==> config.mk <==
export PLATFORM = sky130hd
export DESIGN_NAME = pool_window_buffer
export DESIGN_NICKNAME = d
export VERILOG_FILES = /design/src/rtl/pool_window_buffer.sv
export SDC_FILE = /design/constraint.sdc
export NUM_CORES = 2
export LEC_CHECK = 0
export ABC_AREA = 1
export BUFFER_PORTS_ARGS = -buffer_cell sky130_fd_sc_hd__buf_2
export CORE_MARGIN = 4
export CORE_UTILIZATION = 45
export CTS_BUF_LIST = sky130_fd_sc_hd__clkbuf_2 sky130_fd_sc_hd__clkbuf_4 sky130_fd_sc_hd__clkbuf_8
export CTS_CLUSTER_DIAMETER = 80
export DETAILED_ROUTE_END_ITERATION = 10
export RECOVER_POWER = 100
export SLEW_MARGIN = 0
export SYNTH_ARGS = -nofsm -noshare
export SYNTH_HDL_FRONTEND = slang
export SYNTH_SLANG_ARGS = --single-unit
==> constraint.sdc <==
create_clock -name clk -period 3.2 [get_ports clk]
set_clock_uncertainty 0.1 [all_clocks]
set_input_delay 0.64 -clock clk [delete_from_list [all_inputs] [get_ports clk]]
set_output_delay 0.64 -clock clk [all_outputs]
set_load 0.01 [all_outputs]
==> src/rtl/pool_window_buffer.sv <==
// pool_window_buffer: buffers one band of WINDOW_SIZE raster rows, then emits
// non-overlapping WINDOW_SIZE x WINDOW_SIZE windows left to right, one window
// per output beat. Fill and drain alternate on a single band buffer.
module pool_window_buffer #(
   parameter int WINDOW_SIZE = 4,
   parameter int IMG_WIDTH   = 16,
   parameter int IMG_HEIGHT  = 16,
   parameter int DATA_WIDTH  = 32
) (
   input  logic                                                 clk,
   input  logic                                                 reset,
   input  logic                                                 in_valid,
   output logic                                                 in_ready,
   input  logic [DATA_WIDTH-1:0]                                in_data,
   output logic                                                 win_valid,
   input  logic                                                 win_ready,
   output logic [WINDOW_SIZE*WINDOW_SIZE-1:0][DATA_WIDTH-1:0]   win_data,
   output logic [$clog2(IMG_WIDTH/WINDOW_SIZE)-1:0]             win_col,
   output logic                                                 win_last
);

   localparam int NUM_COLS  = IMG_WIDTH / WINDOW_SIZE;
   localparam int NUM_BANDS = IMG_HEIGHT / WINDOW_SIZE;
   localparam int COL_W     = (IMG_WIDTH > 1) ? $clog2(IMG_WIDTH) : 1;
   localparam int ROW_W     = (WINDOW_SIZE > 1) ? $clog2(WINDOW_SIZE) : 1;
   localparam int BAND_W    = (NUM_BANDS > 1) ? $clog2(NUM_BANDS) : 1;
   localparam int WCOL_W    = $clog2(NUM_COLS);

   typedef enum logic {
      FILL  = 1'b0,
      DRAIN = 1'b1
   } state_t;

   state_t               state;
   logic [COL_W-1:0]     col;
   logic [ROW_W-1:0]     row;
   logic [BAND_W-1:0]    band;

   // Band buffer: data only, never reset; contents are meaningless until written.
   logic [DATA_WIDTH-1:0] buffer [0:WINDOW_SIZE-1][0:IMG_WIDTH-1];

   logic                 wr_en;
   logic                 last_col;
   logic                 last_row;
   logic                 last_band;
   logic                 last_win;
   logic [COL_W-1:0]     col_base;

   assign wr_en     = in_valid & in_ready;
   assign last_col  = (col == COL_W'(IMG_WIDTH - 1));
   assign last_row  = (row == ROW_W'(WINDOW_SIZE - 1));
   assign last_band = (band == BAND_W'(NUM_BANDS - 1));
   assign last_win  = (win_col == WCOL_W'(NUM_COLS - 1));

   // Leftmost buffer column of the window currently presented.
   assign col_base  = COL_W'(win_col) * COL_W'(WINDOW_SIZE);

   // Control FSM: fill counters, drain window index and all handshake outputs.
   always_ff @(posedge clk or posedge reset) begin
      if (reset) begin
         state     <= FILL;
         col       <= '0;
         row       <= '0;
         band      <= '0;
         in_ready  <= 1'b1;
         win_valid <= 1'b0;
         win_col   <= '0;
         win_last  <= 1'b0;
      end else begin
         case (state)
            FILL: begin
               if (in_valid) begin
                  if (last_col) begin
                     col <= '0;
                     if (last_row) begin
                        // Band complete: present window 0 on the next cycle.
                        row       <= '0;
                        state     <= DRAIN;
                        in_ready  <= 1'b0;
                        win_valid <= 1'b1;
                        win_col   <= '0;
                        win_last  <= last_band && (NUM_COLS == 1);
                     end else begin
                        row <= row + 1'b1;
                     end
                  end else begin
                     col <= col + 1'b1;
                  end
               end
            end
            DRAIN: begin
               if (win_ready) begin
                  if (last_win) begin
                     state     <= FILL;
                     in_ready  <= 1'b1;
                     win_valid <= 1'b0;
                     win_col   <= '0;
                     win_last  <= 1'b0;
                     band      <= last_band ? '0 : band + 1'b1;
                  end else begin
                     win_col  <= win_col + 1'b1;
                     win_last <= last_band && (win_col == WCOL_W'(NUM_COLS - 2));
                  end
               end
            end
            default: begin
               state <= FILL;
            end
         endcase
      end
   end

   // Band buffer write: one pixel per accepted input beat at (row, col).
   always_ff @(posedge clk) begin
      if (wr_en) begin
         buffer[row][col] <= in_data;
      end
   end

   // Window read mux; forced to zero while no window is presented so the
   // output bus matches its reset value.
   for (genvar r = 0; r < WINDOW_SIZE; r++) begin : g_row
      for (genvar c = 0; c < WINDOW_SIZE; c++) begin : g_col
         assign win_data[r*WINDOW_SIZE + c] =
            win_valid ? buffer[r][col_base + COL_W'(c)] : '0;
      end
   end

endmodule
==> impl_metrics.csv <==
group,metric,value,unit
floorplanning,dieArea,184300,sq um
critical_path,path_cells,"buf_12 > buf_16 > buf_12 > buf_12 > clkbuf_16 > nor2_1 > nor2_1 > o21ai_0 > a21oi_2 > buf_2",
timing,fin_crit_sh,114.1,%
yosys,postSynthAreaPerCell,12.82,sq um
timing,hold_viol,0,
flow_run,maxCapViolations,31,
critical_path,worstPathRequired,2460,ps
clocking,htree_num_levels,5,
yosys,synth_seq_area_share,77.44,%
status,status,"finished with violations",
yosys,yosys_warnings,0,
placed_design,hpwlAfterDp,141.4,mm
critical_path,critical_path_buf_inv_count,6,
cells_and_area,fin_area,99620,sq um
yosys,synthSimpleGateAreaFrac,10.31,%
global_route,grt_max_degree,102,
cells_and_area,area_growth,24.73,%
floorplanning,initial_utilization,45.30,%
yosys,synthTopCellsByArea,"edfxtp_1 77%, nor2_1 10%, o21ai_0 3.6%, a21oi_1 3.2%, o21ai_1 2.8%",
yosys,synth_xor_area_share,0.01097,%
floorplanning,die_w,429.3,microns
global_route,grt_pass1_vias,51220,
timing,maxSlewViolCount,1100,
timing,tightest_slew,3517,ps
yosys,synth_cells,6232,
yosys,synth_common_cells,"2128 x nor2_1, 2048 x edfxtp_1, 576 x o21ai_0, 512 x a21oi_1, 454 x o21ai_1",
timing,slew_headroom,-134.5,%
cells_and_area,layout.nets,7273,
timing,setup_tns,-250520,ps
timing,timing.final.ws_setup,-452.6,ps
cells_and_area,layout-drive-gt1-share,24.72,%
clocking,clkTransAtPathRegs,60,ps
yosys,synth_seq_cells,2062,
clocking,cts_root_buf,"clkbuf_8",
critical_path,critPathTopFamily,"buffers and inverters",
yosys,synth_flop_cell,"edfxtp_1",
clocking,cts_tree,"built",
power_and_ir_drop,powerDensity,793.4,nW/um^2
critical_path,critPathKind,"flip-flop to output port",
yosys,synth_compound_area_share,9.672,%
routing,wl_per_cell,27.55,microns
yosys,synth_top_cell_by_area,"edfxtp_1",
clocking,cts.sinks,2062,
global_route,antenna_found_initial,21,
critical_path,crit_top_cell,"buf_12",
critical_path,slowest_stage,"dfrtp_4",
global_route,track_usage,27.31,%
yosys,synth_nets,6280,
status,violations,"capacitance limit, slew limit, setup timing",
yosys,synth_top_cell_area_share,77.00,%
routing,drc,0,
floorplanning,core,176300,sq um
placed_design,io_buffers,552,
timing,rsz0062_at_grt,"yes",
power_and_ir_drop,peakVddDrop,438.3,uV
yosys,synth_area,79870,sq um
routing,drt_pass1_iterations,5,
critical_path,end_kind,"output port",
yosys,synth_top_family_by_area,"simple AND/OR/NAND/NOR gates",
power_and_ir_drop,leakage,34.89,nW
clocking,insertion_delay,990,ps
timing,hold_slack,228.4,ps
clocking,clockBufferDepth,4,
yosys,yosysMostFrequentCell,"nor2_1",
yosys,ys_types,22,
placed_design,gp_congestion,0.8198,
critical_path,worstSetupStartpointType,"flip-flop",
global_route,grt_pass1_wl,366.5,mm
yosys,async_reset_ff_share,0.6790,%
routing,via_count,55180,
yosys,yosys-mux-area-fraction,0,%
critical_path,cp_max_fo,10,
floorplanning,pin_count,553,
routing,ant_nets,0,
routing,viasPerCell,5.632,
cells_and_area,nFillCells,14100,
yosys,synth-edff-count,2048,
timing,fin_crit,3653,ps
routing,wirelength,269.9,mm
routing,drtIter0Drc,6593,
timing,fmax,0.2738,GHz
clocking,cts_buffers,352,
placed_design,dpl-instance-area,88220,sq um
cells_and_area,final_cell_count_no_fill,9798,
min_path,hp-class,"input port to async pin",
critical_path,arrival,2910,ps
placed_design,post-place-cells,8995,
global_route,grt_overflow_total,0,
floorplanning,die_h,429.3,microns
yosys,synth_adder_area_share,0.1880,%
floorplanning,rows,154,
critical_path,cpPeakStageDelay,460,ps
timing,finalSetupViolCount,1108,
==> cell type report <==
type / count / area, sq um / share of cell area (%)
diodes: 6 / 15.01 / 0.01507
well taps: 2340 / 2928 / 2.939
repair buffers: 1034 / 10440 / 10.48
clock buffers: 459 / 5692 / 5.713
repair inverters: 6 / 67.56 / 0.06782
multi-input cells: 3744 / 17770 / 17.84
inverters: 25 / 142.6 / 0.1432
flip-flops and latches: 2062 / 61860 / 62.10
clock inverters: 122 / 704.4 / 0.7071
==> worst paths after layout <==
kind	start	end	slack, ps	depth (start not counted)
setup reg to reg	col[0]$_DFFE_PP0N_	buffer[2][245]$_DFFE_PP_	450	7
setup / recovery	win_col[0]$_DFFE_PP0P_	win_data[193]	-450	10
hold reg to reg	in_ready$_DFFE_PP1P_	in_ready$_DFFE_PP1P_	390	2
min in group clk	in_ready$_DFFE_PP1P_	in_ready$_DFFE_PP1P_	390	2
max in group asynchronous	reset	win_col[0]$_DFFE_PP0P_	2310	3
hold / removal	reset	band[1]$_DFFE_PP0P_	230	3
==> through the flow <==
step / utilization, % / total power, mW / setup WS [ps]
2_1_floorplan: - / 42.55 / 272.1
3_3_place_gp: 50.04 / 49.22 / 352.7
3_5_place_dp: 50.04 / 49.41 / 348.6
4_1_cts: 55.09 / 75.08 / -547.8
5_1_grt: 56.50 / 82.68 / -591.4
6_report: 56.51 / 79.04 / -452.6
==> worst min-delay path, cell delays in order <==
cell and delay [ps]:
dlygate4sd3_1 540, clkbuf_1 150, inv_1 470
==> what timing repair did <==
| item | CTS | global route |
|---|---|---|
| resized for setup | 254 | 344 |
| buffers inserted | 30 | 56 |
| pin swaps | 62 | 133 |
| endpoints found under the setup margin | 514 | 514 |
| hold buffers | 27 | 0 |
| gates cloned | 37 | 69 |
| endpoints found under the hold margin | 503 | 0 |
==> sequential cells by signal, indices dropped and copies added (netlist names) <==
| name | cells |
|---|---|
| win_last | 1 |
| row | 2 |
| win_valid | 1 |
| win_col | 2 |
| state | 1 |
| in_ready | 1 |
| col | 4 |
| band | 2 |
| buffer | 2048 |
==> layer usage <==
metal / share of wire (%) / global-route usage, % / vias to the layer above
li1: - / - / 24260
met4: 4.7 / 11.53 / 0
met5: 0 / 0 / -
met1: 39 / 36.78 / 27560
met3: 8.6 / 4.725 / 471
met2: 48 / 44.12 / 2890
==> cell families (layout without fill, tap and decap cells) <==
family | after synthesis | after routing
other | 0 | 6
AO/OA/AOI/OAI | 1543 | 1543
buffers and inverters | 426 | 1646
flip-flops | 2062 | 2062
adder cells (fa/ha/maj) | 12 | 12
XOR/XNOR | 1 | 1
AND/OR/NAND/NOR | 2188 | 2188
==> placed cells by master (no fill, tap or decap), types with 21 or more instances in the layout <==
cell type      instances
edfxtp_1            2048
nor2_1              1968
o21ai_1              550
buf_2                518
o21ai_0              466
clkbuf_8             359
a21oi_1              328
a21oi_2              184
buf_4                144
clkbuf_4             115
buf_12               112
nor2_4               103
clkinv_1              85
buf_16                64
nor2_2                57
clkbuf_16             56
nand2_1               47
clkbuf_1              33
dlygate4sd3_1         27
buf_6                 26
clkinv_2              23
inv_1                 21
==> power breakdown <==
group          total [mW]  switching [mW]  leakage (nW)  internal, mW
registers            30.3           0.171          18.6          30.1
clock network        22.4            10.4          3.38          12.0
logic                26.4            15.9          12.9          10.5
Note: power is estimated with default switching activity, not from simulation.
